===== src/rtl/tcp_tx_app_update_arbiter.sv =====
`default_nettype none
// =============================================================================
// tcp_tx_app_update_arbiter - round-robin owner of the TX tail-pointer write
// port and scheduler update port for an atomic write-then-kick sequence.
// Optional macro TCP_TX_APP_ARB_STATS_EN adds update/backpressure counters.
// Revision: 1.0
// =============================================================================
module tcp_tx_app_update_arbiter #(
  parameter int NUM_REQ  = 4,
  parameter int FLOWID_W = 10,
  parameter int PTR_W    = 16,
  localparam int c_GIDX_W = (NUM_REQ > 1) ? $clog2(NUM_REQ) : 1
) (
  input  logic                        clk,
  input  logic                        rst,
  input  logic [NUM_REQ-1:0]          req_val,
  input  logic [NUM_REQ*FLOWID_W-1:0] req_flowid,
  input  logic [NUM_REQ*PTR_W-1:0]    req_tail_ptr,
  output logic [NUM_REQ-1:0]          req_rdy,
  output logic                        app_tail_ptr_tx_wr_req_val,
  output logic [FLOWID_W-1:0]         app_tail_ptr_tx_wr_req_flowid,
  output logic [PTR_W-1:0]            app_tail_ptr_tx_wr_req_data,
  input  logic                        tail_ptr_app_tx_wr_req_rdy,
  output logic                        app_sched_update_val,
  output logic [FLOWID_W-1:0]         app_sched_update_flowid,
  input  logic                        sched_app_update_rdy,
`ifdef TCP_TX_APP_ARB_STATS_EN
  output logic [c_GIDX_W-1:0]         grant_idx,
  output logic [31:0]                 stat_updates_done,
  output logic [31:0]                 stat_backpressure_cycles
`else
  output logic [c_GIDX_W-1:0]         grant_idx
`endif
);

  localparam logic [c_GIDX_W-1:0] c_LAST_RST = c_GIDX_W'(NUM_REQ - 1);

  typedef enum logic [1:0] {
    IDLE       = 2'd0,
    WR_PTR     = 2'd1,
    KICK_SCHED = 2'd2
  } state_t;

  state_t                state_q, state_d;
  logic [c_GIDX_W-1:0]   grant_q, grant_d;
  logic [c_GIDX_W-1:0]   last_grant_q, last_grant_d;
  logic [FLOWID_W-1:0]   flowid_q, flowid_d;
  logic [PTR_W-1:0]      ptr_q, ptr_d;

  logic                  w_any;
  logic [c_GIDX_W-1:0]   w_sel;

  // Round-robin pick: indices above last_grant beat wrapped ones; lowest wins
  // within each group, so the second loop overrides the first when it finds one.
  always_comb begin
    w_any = 1'b0;
    w_sel = '0;
    for (int i = NUM_REQ - 1; i >= 0; i--) begin
      if (req_val[i] && (c_GIDX_W'(i) <= last_grant_q)) begin
        w_any = 1'b1;
        w_sel = c_GIDX_W'(i);
      end
    end
    for (int i = NUM_REQ - 1; i >= 0; i--) begin
      if (req_val[i] && (c_GIDX_W'(i) > last_grant_q)) begin
        w_any = 1'b1;
        w_sel = c_GIDX_W'(i);
      end
    end
  end

  always_ff @(posedge clk or posedge rst) begin
    if (rst) begin
      state_q      <= IDLE;
      grant_q      <= '0;
      last_grant_q <= c_LAST_RST;
      flowid_q     <= '0;
      ptr_q        <= '0;
    end else begin
      state_q      <= state_d;
      grant_q      <= grant_d;
      last_grant_q <= last_grant_d;
      flowid_q     <= flowid_d;
      ptr_q        <= ptr_d;
    end
  end

  always_comb begin
    state_d                    = state_q;
    grant_d                    = grant_q;
    last_grant_d               = last_grant_q;
    flowid_d                   = flowid_q;
    ptr_d                      = ptr_q;
    app_tail_ptr_tx_wr_req_val = 1'b0;
    app_sched_update_val       = 1'b0;
    req_rdy                    = '0;
    case (state_q)
      IDLE: begin
        if (w_any) begin
          grant_d  = w_sel;
          flowid_d = req_flowid[w_sel*FLOWID_W +: FLOWID_W];
          ptr_d    = req_tail_ptr[w_sel*PTR_W +: PTR_W];
          state_d  = WR_PTR;
        end
      end
      WR_PTR: begin
        app_tail_ptr_tx_wr_req_val = 1'b1;
        if (tail_ptr_app_tx_wr_req_rdy) begin
          state_d = KICK_SCHED;
        end
      end
      KICK_SCHED: begin
        app_sched_update_val = 1'b1;
        if (sched_app_update_rdy) begin
          req_rdy      = NUM_REQ'(1) << grant_q;
          last_grant_d = grant_q;
          state_d      = IDLE;
        end
      end
      default: state_d = IDLE;
    endcase
  end

  assign app_tail_ptr_tx_wr_req_flowid = flowid_q;
  assign app_tail_ptr_tx_wr_req_data   = ptr_q;
  assign app_sched_update_flowid       = flowid_q;
  assign grant_idx                     = grant_q;

`ifdef TCP_TX_APP_ARB_STATS_EN
  logic [31:0] upd_cnt_q;
  logic [31:0] bp_cnt_q;

  always_ff @(posedge clk or posedge rst) begin
    if (rst) begin
      upd_cnt_q <= '0;
      bp_cnt_q  <= '0;
    end else begin
      if (|req_rdy) begin
        upd_cnt_q <= upd_cnt_q + 32'd1;
      end
      if (((state_q == WR_PTR) && !tail_ptr_app_tx_wr_req_rdy) ||
          ((state_q == KICK_SCHED) && !sched_app_update_rdy)) begin
        bp_cnt_q <= bp_cnt_q + 32'd1;
      end
    end
  end

  assign stat_updates_done        = upd_cnt_q;
  assign stat_backpressure_cycles = bp_cnt_q;
`endif

  // A granted requester must keep req_val up until its req_rdy pulse.
  a_hold_req: assert property (@(posedge clk) disable iff (rst)
                               (state_q != IDLE) |-> req_val[grant_q])
    else $error("requester %0d dropped req_val before req_rdy", grant_q);

endmodule
`default_nettype wire


===== config.mk =====
export PLATFORM = sky130hd
export DESIGN_NAME = tcp_tx_app_update_arbiter
export DESIGN_NICKNAME = d
export VERILOG_FILES = /design/src/rtl/tcp_tx_app_update_arbiter.sv
export SDC_FILE = /design/constraint.sdc
export NUM_CORES = 1
export LEC_CHECK = 0
export BUFFER_PORTS_ARGS = -buffer_cell sky130_fd_sc_hd__buf_2
export CAP_MARGIN = 20
export CORE_MARGIN = 2
export CORE_UTILIZATION = 47
export CTS_CLUSTER_DIAMETER = 30
export DETAILED_ROUTE_END_ITERATION = 8
export PLACE_DENSITY = 0.87
export SYNTH_ARGS = -nofsm -noshare
export SYNTH_HDL_FRONTEND = slang
export SYNTH_SLANG_ARGS = --single-unit
export TNS_END_PERCENT = 100

===== constraint.sdc =====
create_clock -name clk -period 4.2 [get_ports clk]
set_input_delay 0.42 -clock clk [delete_from_list [all_inputs] [get_ports clk]]
set_output_delay 0.42 -clock clk [all_outputs]
set_load 0.01 [all_outputs]

==> flow_summary.ini <==
[yosys]
netlist_instances = 273
synth_fa_ha_area_share_pct = 0
syn_area_sq_mm = 0.00245
synth_top_family_by_area = compound AO/OA/AOI/OAI gates
synth_cell_types = 37
synth_seq_cells = 32
synth-xor-area-share_pct = 0
async_flop_share_pct = 100
synth_compound_area_share_pct = 32.4
seq_area_frac_synth_pct = 32.8
synth-edff-count = 0
syn_avg_cell_area_sq_um = 8.97
synth_mux_area_share_pct = 0.409
synthFlopType = dfrtp_1
yosys_warnings = 0
yosys.area_share.simple_pct = 20.5
synthesis.nets = 385

[floorplanning]
design.core.area_sq_mm = 0.00507
start_util_pct = 48.2
die_height_um = 76.2
num_io_pins = 156
fp.dieW_um = 76.2
dieArea_sq_mm = 0.00580
rows = 26

[power]
ir_drop_uv = 305
p_int_uw = 1120
p_sw_uw = 974
pwr-share-comb_pct = 58.6
swShare_pct = 46.6
pwr_density_cell_mw_per_mm2 = 646
p_leak_uw = 0.00153
p_clk_share_pct = 12.6
pwr-share-seq_pct = 28.8

[timing]
hold_slack_ns = 0.227
final-hold-violation-count = 0
relSlewSlack_pct = 29.7
maxSlewViolCount = 0
grt_setup_unrepaired = false
setup_viol = 0
max_freq_mhz = 413
tightest_slew_ns = 1.05
finalCriticalPeriod_ns = 2.42
final.period_utilization_pct = 57.7
fin_tns_setup_ns = 0
clock_skew_ns = 0.00951

[critical_path]
path_class = register to register
cp.arrival_ns = 2.61
start_kind = register
ff2ff_setup_slack_ns = 1.78
cpMaxStageDelayCell = o22ai_4
path_cells = mux2i_1 -> o22ai_4 -> a21o_1 -> buf_4 -> a211oi_2 -> nor3_1
slowest_delay_ns = 0.66
required_ns = 4.38
end_kind = register
critPathMaxFanout = 28

[placement]
io_buffers = 155
place_hpwl_um = 5400
gp_congestion = 0.830

[routing]
dr_total_vias = 2654
first_pass_iters = 4
routed_wirelength_um = 7480
viasPerCell = 5.54
drc_errors = 0
drt_iter0_drc = 88
avgRoutedWirePerCell_um = 15.6
ant_nets = 0

[clocking]
cts_sinks = 32
cts_made_buffers = 5
clk_pin_slew_ns = 0.07
cts_hold_buf = 0
cts_tree = done
root_buffer = clkbuf_8
cts_resized = 0
cts_setup_buffers = 0
clock_path_buffers = 2
clk_latency_ns = 0.28
htreeDepth = 2

[final_layout]
multi_input_area_sq_mm = 0.00131
area_growth_pct = 32.1
seq_area_sq_um = 803
final_nets = 520
drive_above_1_share_pct = 51.8
diodes = 0
num-fill-cells = 462

[global_routing]
antenna_found_initial = 0
track_usage_pct = 25.4
first_global_vias = 2562
gr-total-overflow = 0
grt_pass1_wl_um = 12100
grt_max_degree = 33

[worst_hold_path]
min_path_type = primary input to asynchronous set/reset pin

[status]
status = complete, no violations

[job]
maxCapViolations = 0
-- cells by family (layout without fill, tap and decap cells) --
| kind of cell | Yosys count | in the layout |
|---|---|---|
| AO/OA/AOI/OAI | 94 | 94 |
| AND/OR/NAND/NOR | 83 | 83 |
| buffers and inverters | 63 | 199 |
| flip-flops | 32 | 32 |
| multiplexers | 1 | 1 |
-- registers in the layout, indices dropped and copies added, names as in the netlist --
register / flops
app_sched_update_flowid: 10
app_tail_ptr_tx_wr_req_data: 16
grant_idx: 2
last_grant_q: 2
state_q: 2
-- power by group through the flow --
stage / Clock, uW / Combinational (uW) / Sequential [uW]
after floorplan: 0 / 859 / 650
after global placement: 0 / 1160 / 599
after detailed placement: 0 / 1210 / 604
after CTS: 268 / 1210 / 601
after global routing: 281 / 1330 / 627
final: 264 / 1220 / 602
-- synthesized netlist by cell type (2+ instances only) --
library cell,instances,share of area (%)
nor3_1,38,7.8
a211oi_1,33,10
dfrtp_1,30,31
inv_1,30,4.6
o22ai_1,26,6.6
a211oi_2,20,10
nor3_2,15,6.1
buf_4,11,3.4
nand2_1,9,1.4
clkbuf_1,8,1.2
nor2b_1,7,1.8
buf_2,6,1.2
o21ai_0,5,1.0
buf_6,4,1.8
nor2_1,4,0.61
nand2b_1,3,0.77
a21oi_1,2,0.41
buf_8,2,1.2
dfstp_2,2,2.1
-- worst paths after layout --
check / start / endpoint / cells after the start
max: last_grant_q[1]$_DFFE_PP1P_ / app_tail_ptr_tx_wr_req_data[3]$_DFFE_PP0P_ / 6
min: rst / app_tail_ptr_tx_wr_req_data[2]$_DFFE_PP0P_ / 3
max reg2reg: last_grant_q[1]$_DFFE_PP1P_ / app_tail_ptr_tx_wr_req_data[3]$_DFFE_PP0P_ / 6
min reg2reg: state_q[1]$_DFFE_PP0P_ / state_q[0]$_DFFE_PP0P_ / 1
max in group asynchronous: rst / last_grant_q[1]$_DFFE_PP1P_ / 3
min in group clk: tail_ptr_app_tx_wr_req_rdy / state_q[0]$_DFFE_PP0P_ / 2
-- layer usage --
| layer | up-vias | GRT usage, % | share of wire [%] |
|---|---|---|---|
| li1 | 1275 | - | - |
| met1 | 1210 | 31.9 | 41 |
| met2 | 156 | 45.1 | 50 |
| met3 | 13 | 4.74 | 7.8 |
| met4 | 0 | 6.55 | 1.5 |
| met5 | - | 0 | 0 |
-- stage by stage --
stage                     worst slack, ns  power [uW]  instance area (sq um)  std cells  util [%]
after floorplan                      2.39        1510                   2450        273         -
after global placement               1.85        1760                   3120        470      61.5
after detailed placement             1.72        1820                   3120        470      61.5
after CTS                            1.77        2080                   3220        478      63.4
after global routing                 1.64        2240                   3230        479      63.7
final                                1.78        2090                   3230        479      63.7
-- cell type report --
type,count,share of cell area (%)
multi-input combinational,178,40.4
timing repair buffer,160,25.4
sequential,32,24.8
inverter,31,3.60
clock buffer,8,3.09
tap,70,2.71
-- cell usage in the layout (no fill, tap or decap), types with 2 or more instances in the layout --
cell type,netlist,routed
o21ai_0,5,5
nand2b_1,3,3
nand2_1,9,9
a211oi_2,20,20
buf_4,11,4
clkbuf_8,0,7
dfrtp_1,30,30
inv_1,30,30
dfstp_2,2,2
nor3_1,38,38
buf_2,6,155
nor3_2,15,15
nor2_1,4,4
nor2b_1,7,7
a211oi_1,33,33
o22ai_1,26,26
a21oi_1,2,2
-- critical path: cells and delay by family (launching register included) --
family,cells,cell delay (ns)
muxes,1,0.13
AOI/OAI and AO/OA,3,1.00
DFF,1,0.60
buffers and inverters,1,0.36
and+or+nand+nor,1,0.22
Power figures use the tool's default switching activity.
